[src/rtl/div_repsub.sv]
// Sequential unsigned 16-bit divider by repeated subtraction with a start/done handshake.
// Optional macro DIV_DZ_CHECK_EN: divide-by-zero detection in CHK, reported on err.
`timescale 1ns/1ps

module div_repsub (
    input  logic        clk,
    input  logic        rst_n,
    input  logic        start,
    input  logic [15:0] data_in,
    output logic [15:0] quotient,
    output logic [15:0] remainder,
    output logic        busy,
    output logic        done,
    output logic        err
);

    typedef enum logic [2:0] {
        S_IDLE = 3'd0,
        S_LDA  = 3'd1,
        S_LDB  = 3'd2,
        S_CHK  = 3'd3,
        S_CALC = 3'd4,
        S_DONE = 3'd5
    } state_e;

    state_e      state_q, state_d;
    logic [15:0] quot_q, quot_d;
    logic [15:0] rem_q, rem_d;
    logic [15:0] dvsr_q, dvsr_d;
`ifdef DIV_DZ_CHECK_EN
    logic        err_q, err_d;
`endif

    always_ff @(posedge clk or negedge rst_n) begin
        if (!rst_n) begin
            state_q <= S_IDLE;
            quot_q  <= '0;
            rem_q   <= '0;
            dvsr_q  <= '0;
`ifdef DIV_DZ_CHECK_EN
            err_q   <= 1'b0;
`endif
        end else begin
            state_q <= state_d;
            quot_q  <= quot_d;
            rem_q   <= rem_d;
            dvsr_q  <= dvsr_d;
`ifdef DIV_DZ_CHECK_EN
            err_q   <= err_d;
`endif
        end
    end

    always_comb begin
        state_d = state_q;
        quot_d  = quot_q;
        rem_d   = rem_q;
        dvsr_d  = dvsr_q;
`ifdef DIV_DZ_CHECK_EN
        err_d   = err_q;
`endif
        case (state_q)
            S_IDLE: if (start) state_d = S_LDA;
            S_LDA: begin
                rem_d   = data_in;
                state_d = S_LDB;
            end
            S_LDB: begin
                dvsr_d  = data_in;
                quot_d  = '0;
`ifdef DIV_DZ_CHECK_EN
                err_d   = 1'b0;
`endif
                state_d = S_CHK;
            end
            S_CHK: begin
`ifdef DIV_DZ_CHECK_EN
                if (dvsr_q == '0) begin
                    err_d   = 1'b1;
                    state_d = S_DONE;
                end else begin
                    state_d = S_CALC;
                end
`else
                state_d = S_CALC;
`endif
            end
            S_CALC: begin
                // Saturation guard bounds a zero-divisor run at 16'hFFFF iterations.
                if ((rem_q >= dvsr_q) && (quot_q != 16'hFFFF)) begin
                    rem_d  = rem_q - dvsr_q;
                    quot_d = quot_q + 16'd1;
                end else begin
                    state_d = S_DONE;
                end
            end
            S_DONE: if (!start) state_d = S_IDLE;
            default: state_d = S_IDLE;
        endcase
    end

    assign quotient  = quot_q;
    assign remainder = rem_q;
    assign busy      = (state_q == S_LDA) || (state_q == S_LDB) ||
                       (state_q == S_CHK) || (state_q == S_CALC);
    assign done      = (state_q == S_DONE);
`ifdef DIV_DZ_CHECK_EN
    assign err       = err_q;
`else
    assign err       = 1'b0;
`endif

endmodule

[config.mk]
export PLATFORM = sky130hd
export DESIGN_NAME = div_repsub
export DESIGN_NICKNAME = d
export VERILOG_FILES = /design/src/rtl/div_repsub.sv
export SDC_FILE = /design/constraint.sdc
export NUM_CORES = 1
export LEC_CHECK = 0
export BUFFER_PORTS_ARGS = -buffer_cell sky130_fd_sc_hd__buf_4
export CORE_ASPECT_RATIO = 1.1
export CORE_MARGIN = 2
export CORE_UTILIZATION = 45
export CTS_CLUSTER_DIAMETER = 30
export CTS_CLUSTER_SIZE = 16
export DETAILED_ROUTE_END_ITERATION = 6
export PLACE_DENSITY = 0.69
export REMOVE_ABC_BUFFERS = 1
export SLEW_MARGIN = 10
export SYNTH_ARGS = -nofsm -noshare
export SYNTH_HDL_FRONTEND = slang
export SYNTH_SLANG_ARGS = --single-unit
[constraint.sdc]
create_clock -name clk -period 2.6 [get_ports clk]
set_input_delay 0.52 -clock clk [delete_from_list [all_inputs] [get_ports clk]]
set_output_delay 0.52 -clock clk [all_outputs]
set_load 0.02 [all_outputs]
Word level (Yosys, flattened, before mapping):

Cells that the tools add are included.
W data, S select, Z words.

* reduce and logical (&&, ||, !) cells: 10
* add/sub/neg operators: 2
* order comparisons: 1
* mux-type cells: 8
* equality and inequality tests: 10

Operators by type and width (number)
* $pmux W16 S2: 2
* $mux W16: 2
* $pmux W3 S6: 1
* $add A16 B1 Y16 const B: 1
* $ge A16 B16 Y1: 1
* $ne A16 B16 Y1 const B: 1
* $sub A16 B16 Y16: 1
* $mux W3: 3
* $ne A2 B2 Y1 const B: 4
* $eq A3 B2 Y1 const B: 2
* $eq A3 B3 Y1 const B: 2
* $reduce_and A2 Y1: 2
* $reduce_bool A2 Y1: 2
* $eq A3 B1 Y1 const B: 1
* $logic_not A3 Y1: 1
* $logic_or A1 B1 Y1: 3
* $reduce_and A3 Y1: 1
* $logic_and A1 B1 Y1: 1

* logic and storage cells: 35
* input port bits: 19
* register bits: 51

Longest topological paths before layout:

* depth in word-level cells: 4
* depth in mapped cells: 11
* gate-level depth less buffers: 10

Worst setup path before layout:

Ideal clock, no wire load.

* kind: flip-flop to flip-flop
* start: register rem_q[0], in the netlist remainder[0]
* end: register quot_q[13], in the netlist quotient[13]
* buffers on the path: 1
* setup slack: -0.168 ns
* arrival time: 2.690 ns
* stages on the path, launching flop included: 12
* period minus slack after synthesis: 2.768 ns
* required time: 2.522 ns
* setup time: 0.078 ns
* path through: dfrtp_1 inv_1 ha_1 fa_1 nand2b_1 a21oi_1 a41oi_1 o211a_1 or2_1 buf_2 or4_1 a21oi_1

* longest elaborated chain between the ends: 4

RTL lines
* start: declaration: line 28 `logic [15:0] rem_q, rem_d;`
* start signal: assignment: line 46 `rem_q <= rem_d;`
* $ge A16 B16 Y1: line 90 `if ((rem_q >= dvsr_q) && (quot_q != 16'hFFFF)) begin`
* $logic_and A1 B1 Y1: line 90
* $ne A2 B2 Y1 (no source line)
* $reduce_and A2 Y1 (no source line)
* end signal: assignment: line 45 `quot_q <= quot_d;`
* end: declaration: line 27 `logic [15:0] quot_q, quot_d;`

Every way passes these cells.
A chain may end at the register's enable or synchronous reset.

Worst setup path after layout:

Same ends and word-level chain as after synthesis.

==> summary.txt <==
Synth
  • Yosys warning count: 0
  • Synth Instances: 384
  • Average size of a mapped cell: 8.34 um^2
  • Netlist cell types: 49
  • Asr flop ratio synth: 100%
  • Post-Synthesis Cell Area: 3200 um^2
  • Register area share after synthesis: 39.8%
  • Seq cells post-synth: 51
  • Number of flops mapped to enable cells by yosys: 0
  • Synth Flop Type: dfrtp_1

CTS
  • Skew-Pair Late Insertion Delay: 310 ps
  • Hold bufs inserted after CTS: 0
  • Clock Pin Slew Worst Setup and Hold Paths: 90 ps
  • # clock sinks: 51
  • TritonCTS buffer count: 5
  • H-tree depth: 2
  • Root Driver: clkbuf_8
  • CTS tree: yes
  • CTS max path bufs: 2

Drt
  • Remaining antenna violation count: 0
  • DR vias/cell: 5.49
  • TritonRoute pass-1 iters: 4
  • Initial DRC count: 171
  • DRT met1 WL: 3600 um
  • Met3 WL: 330 um
  • DRC violation count after routing: 0
  • Via count: 2928
  • Top sig layer: met4
  • Post-Route WL: 7840 um
  • DR WL/cell: 14.7 um
  • Metal2 WL: 3810 um

Die
  • Core area: 6970 um^2
  • Num rows: 32
  • Die Span X: 84.4 um
  • Starting Density: 46.0%
  • Die area: 7810 um^2
  • Top Ports: 54
  • Floorplan die height: 92.5 um

Placed design
  • Area of placed instances: 3780 um^2
  • IO Port Bufs: 52
  • DP Wirelength: 5740 um
  • Final Wtd Congestion: 0.932
  • Placed cells: 524
  • Pre-CTS setup slack: -73.5 ps

Global routing
  • Grt ovf: 0
  • First-pass GRT wire length: 13000 um
  • Antenna violations before repair: 0
  • All-Layer GR Usage: 20.4%
  • Vias in the first global route: 2867
  • Largest net degree at the start of global routing: 52

Critical path
  • Crit-path max FO: 4
  • CP required: 2840 ps
  • Worst setup EP type: flip-flop
  • Worst-path cell chain: inv_1 -> ha_2 -> fa_2 -> nand2b_4 -> a21oi_4 -> a41oi_2 -> o211a_1 -> or2_4 -> or4_4 -> a21oi_2
  • Critical setup path kind: reg -> reg
  • Slowest-stage cell, CP: or4_4
  • R2r setup slk: 60 ps
  • Crit path max-delay family: simple AND/OR/NAND/NOR gates
  • CP startpoint kind: flip-flop
  • CP Buf/Inv Count: 1
  • CP arrival: 2780 ps
  • Slowest Stage Delay on Critical Path: 480 ps

Timing
  • Unrepaired setup endpoints after global routing: true
  • Hold slack: 246 ps
  • Hold Violations, Final: 0
  • Max Slew Vio Count: 0
  • Max Clock Skew: 8.06 ps
  • Final Critical Period: 2540 ps
  • Slew Limit Headroom: 55.9%
  • F_max: 393 MHz
  • Fin crit share: 97.8%
  • Setup ws final: 57.3 ps
  • Slew @ Worst Pin: 661 ps
  • Final setup viols: 0

Layout
  • FILL cells: 654
  • Fin nets: 485
  • Final instance area: 3960 um^2
  • Antenna cells: 0
  • P&R area growth vs syn: 23.6%
  • Final cell count without fillers: 533
  • Layout cell share with drive strength beyond 1: 22.8%

Pwr
  • Pwr dens: 1390 nW/um^2
  • Leak: 1.80 nW
  • Total Power: 5.50 mW
  • Peak VDD IR: 0.737 mV

Run status
  • Outcome: finished clean

Hold path
  • Hold Crit Class: in -> async

Job
  • Max-Cap Viols: 0
where the power goes:
group / switching, mW / total, mW / internal (mW)
Sequential: 0.190 / 1.26 / 1.07
Combinational: 2.16 / 3.77 / 1.61
Clock: 0.260 / 0.470 / 0.210
Total: 2.61 / 5.50 / 2.89
worst paths after layout:
kind / start / to / cells after the start
setup / recovery: remainder[0] / quotient[13] / 10
hold / removal: rst_n / remainder[4] / 1
setup reg to reg: remainder[0] / quotient[13] / 10
hold reg to reg: dvsr_q[0] / dvsr_q[0] / 2
max in group asynchronous: rst_n / state_q[2] / 1
min in group clk: data_in[13] / dvsr_q[13] / 3
cell type report:
type,count,area [um^2],share of cell area [%]
repair buffers,75,563,14.2
well taps,85,106,2.69
inverters,22,82.6,2.09
flip-flops and latches,51,1280,32.2
multi-input cells,293,1840,46.6
clock buffers,6,82.6,2.09
clock inverters,1,5.00,0.126
placed cells by master (no fill, tap or decap), types with 2 or more instances in the layout:
cell	n
a21o_1	3
a21oi_1	25
a21oi_2	2
a31oi_1	9
and2_1	4
and3_1	5
buf_4	75
clkbuf_8	6
dfrtp_1	51
ha_1	16
inv_1	21
mux2i_1	6
nand2_1	44
nand2b_1	5
nand3_1	16
nand4_1	8
nor2_1	42
nor2_2	2
nor2b_1	2
nor3_1	7
nor3b_1	4
nor4_1	3
nor4_2	2
o21a_1	4
o21ai_0	29
o31ai_1	5
or3_1	2
or4_1	2
or4b_4	2
xnor2_1	14
xor2_1	5
cell usage after synthesis (9+ instances only):
library cell,instances,area share (%)
a21oi_1,28,4.4
a31oi_1,9,1.8
nor2_1,44,5.2
xnor2_1,14,3.8
dfrtp_1,51,40
nand3_1,16,2.5
ha_1,17,6.6
nand2_1,44,5.2
o21ai_0,30,4.7
inv_1,21,2.5
clkbuf_1,13,1.5
logic make-up (layout without fill, tap and decap cells):
kind of cell / after synthesis / after routing / synth area share, %
DFF: 51 / 51 / 39.8
other: 1 / 1 / 0.117
muxes: 6 / 6 / 1.88
AOI/OAI and AO/OA: 92 / 92 / 17.3
xor gates and xnor gates: 19 / 19 / 5.20
adders and majority gates: 18 / 18 / 7.27
buffers and inverters: 40 / 104 / 4.96
and+or+nand+nor: 157 / 157 / 23.4
metrics by stage:
step / utilization [%] / setup TNS (ps)
after floorplan: - / -9330
after global placement: 54.3 / 0
after detailed placement: 54.3 / -80.0
after CTS: 55.9 / 0
after global routing: 56.8 / -193
final: 56.8 / 0
timing repair:
action / 4_1_cts / 5_1_grt
setup buffers: 1 / 1
gates cloned: 0 / 0
pin swaps: 3 / 3
resized for setup: 3 / 16
endpoints found under the setup margin: 4 / 10
routing by layer:
metal  vias up  GRT usage, %
met1      1377          26.8
li1       1471             -
met2        73          34.2
met3         7          2.67
met5         -             0
met4         0          7.80
state kept, by name (all words and copies together), names as in the netlist:
register   flops
quotient      16
state_q        3
dvsr_q        16
remainder     16
(Power assumes the default switching activity.)
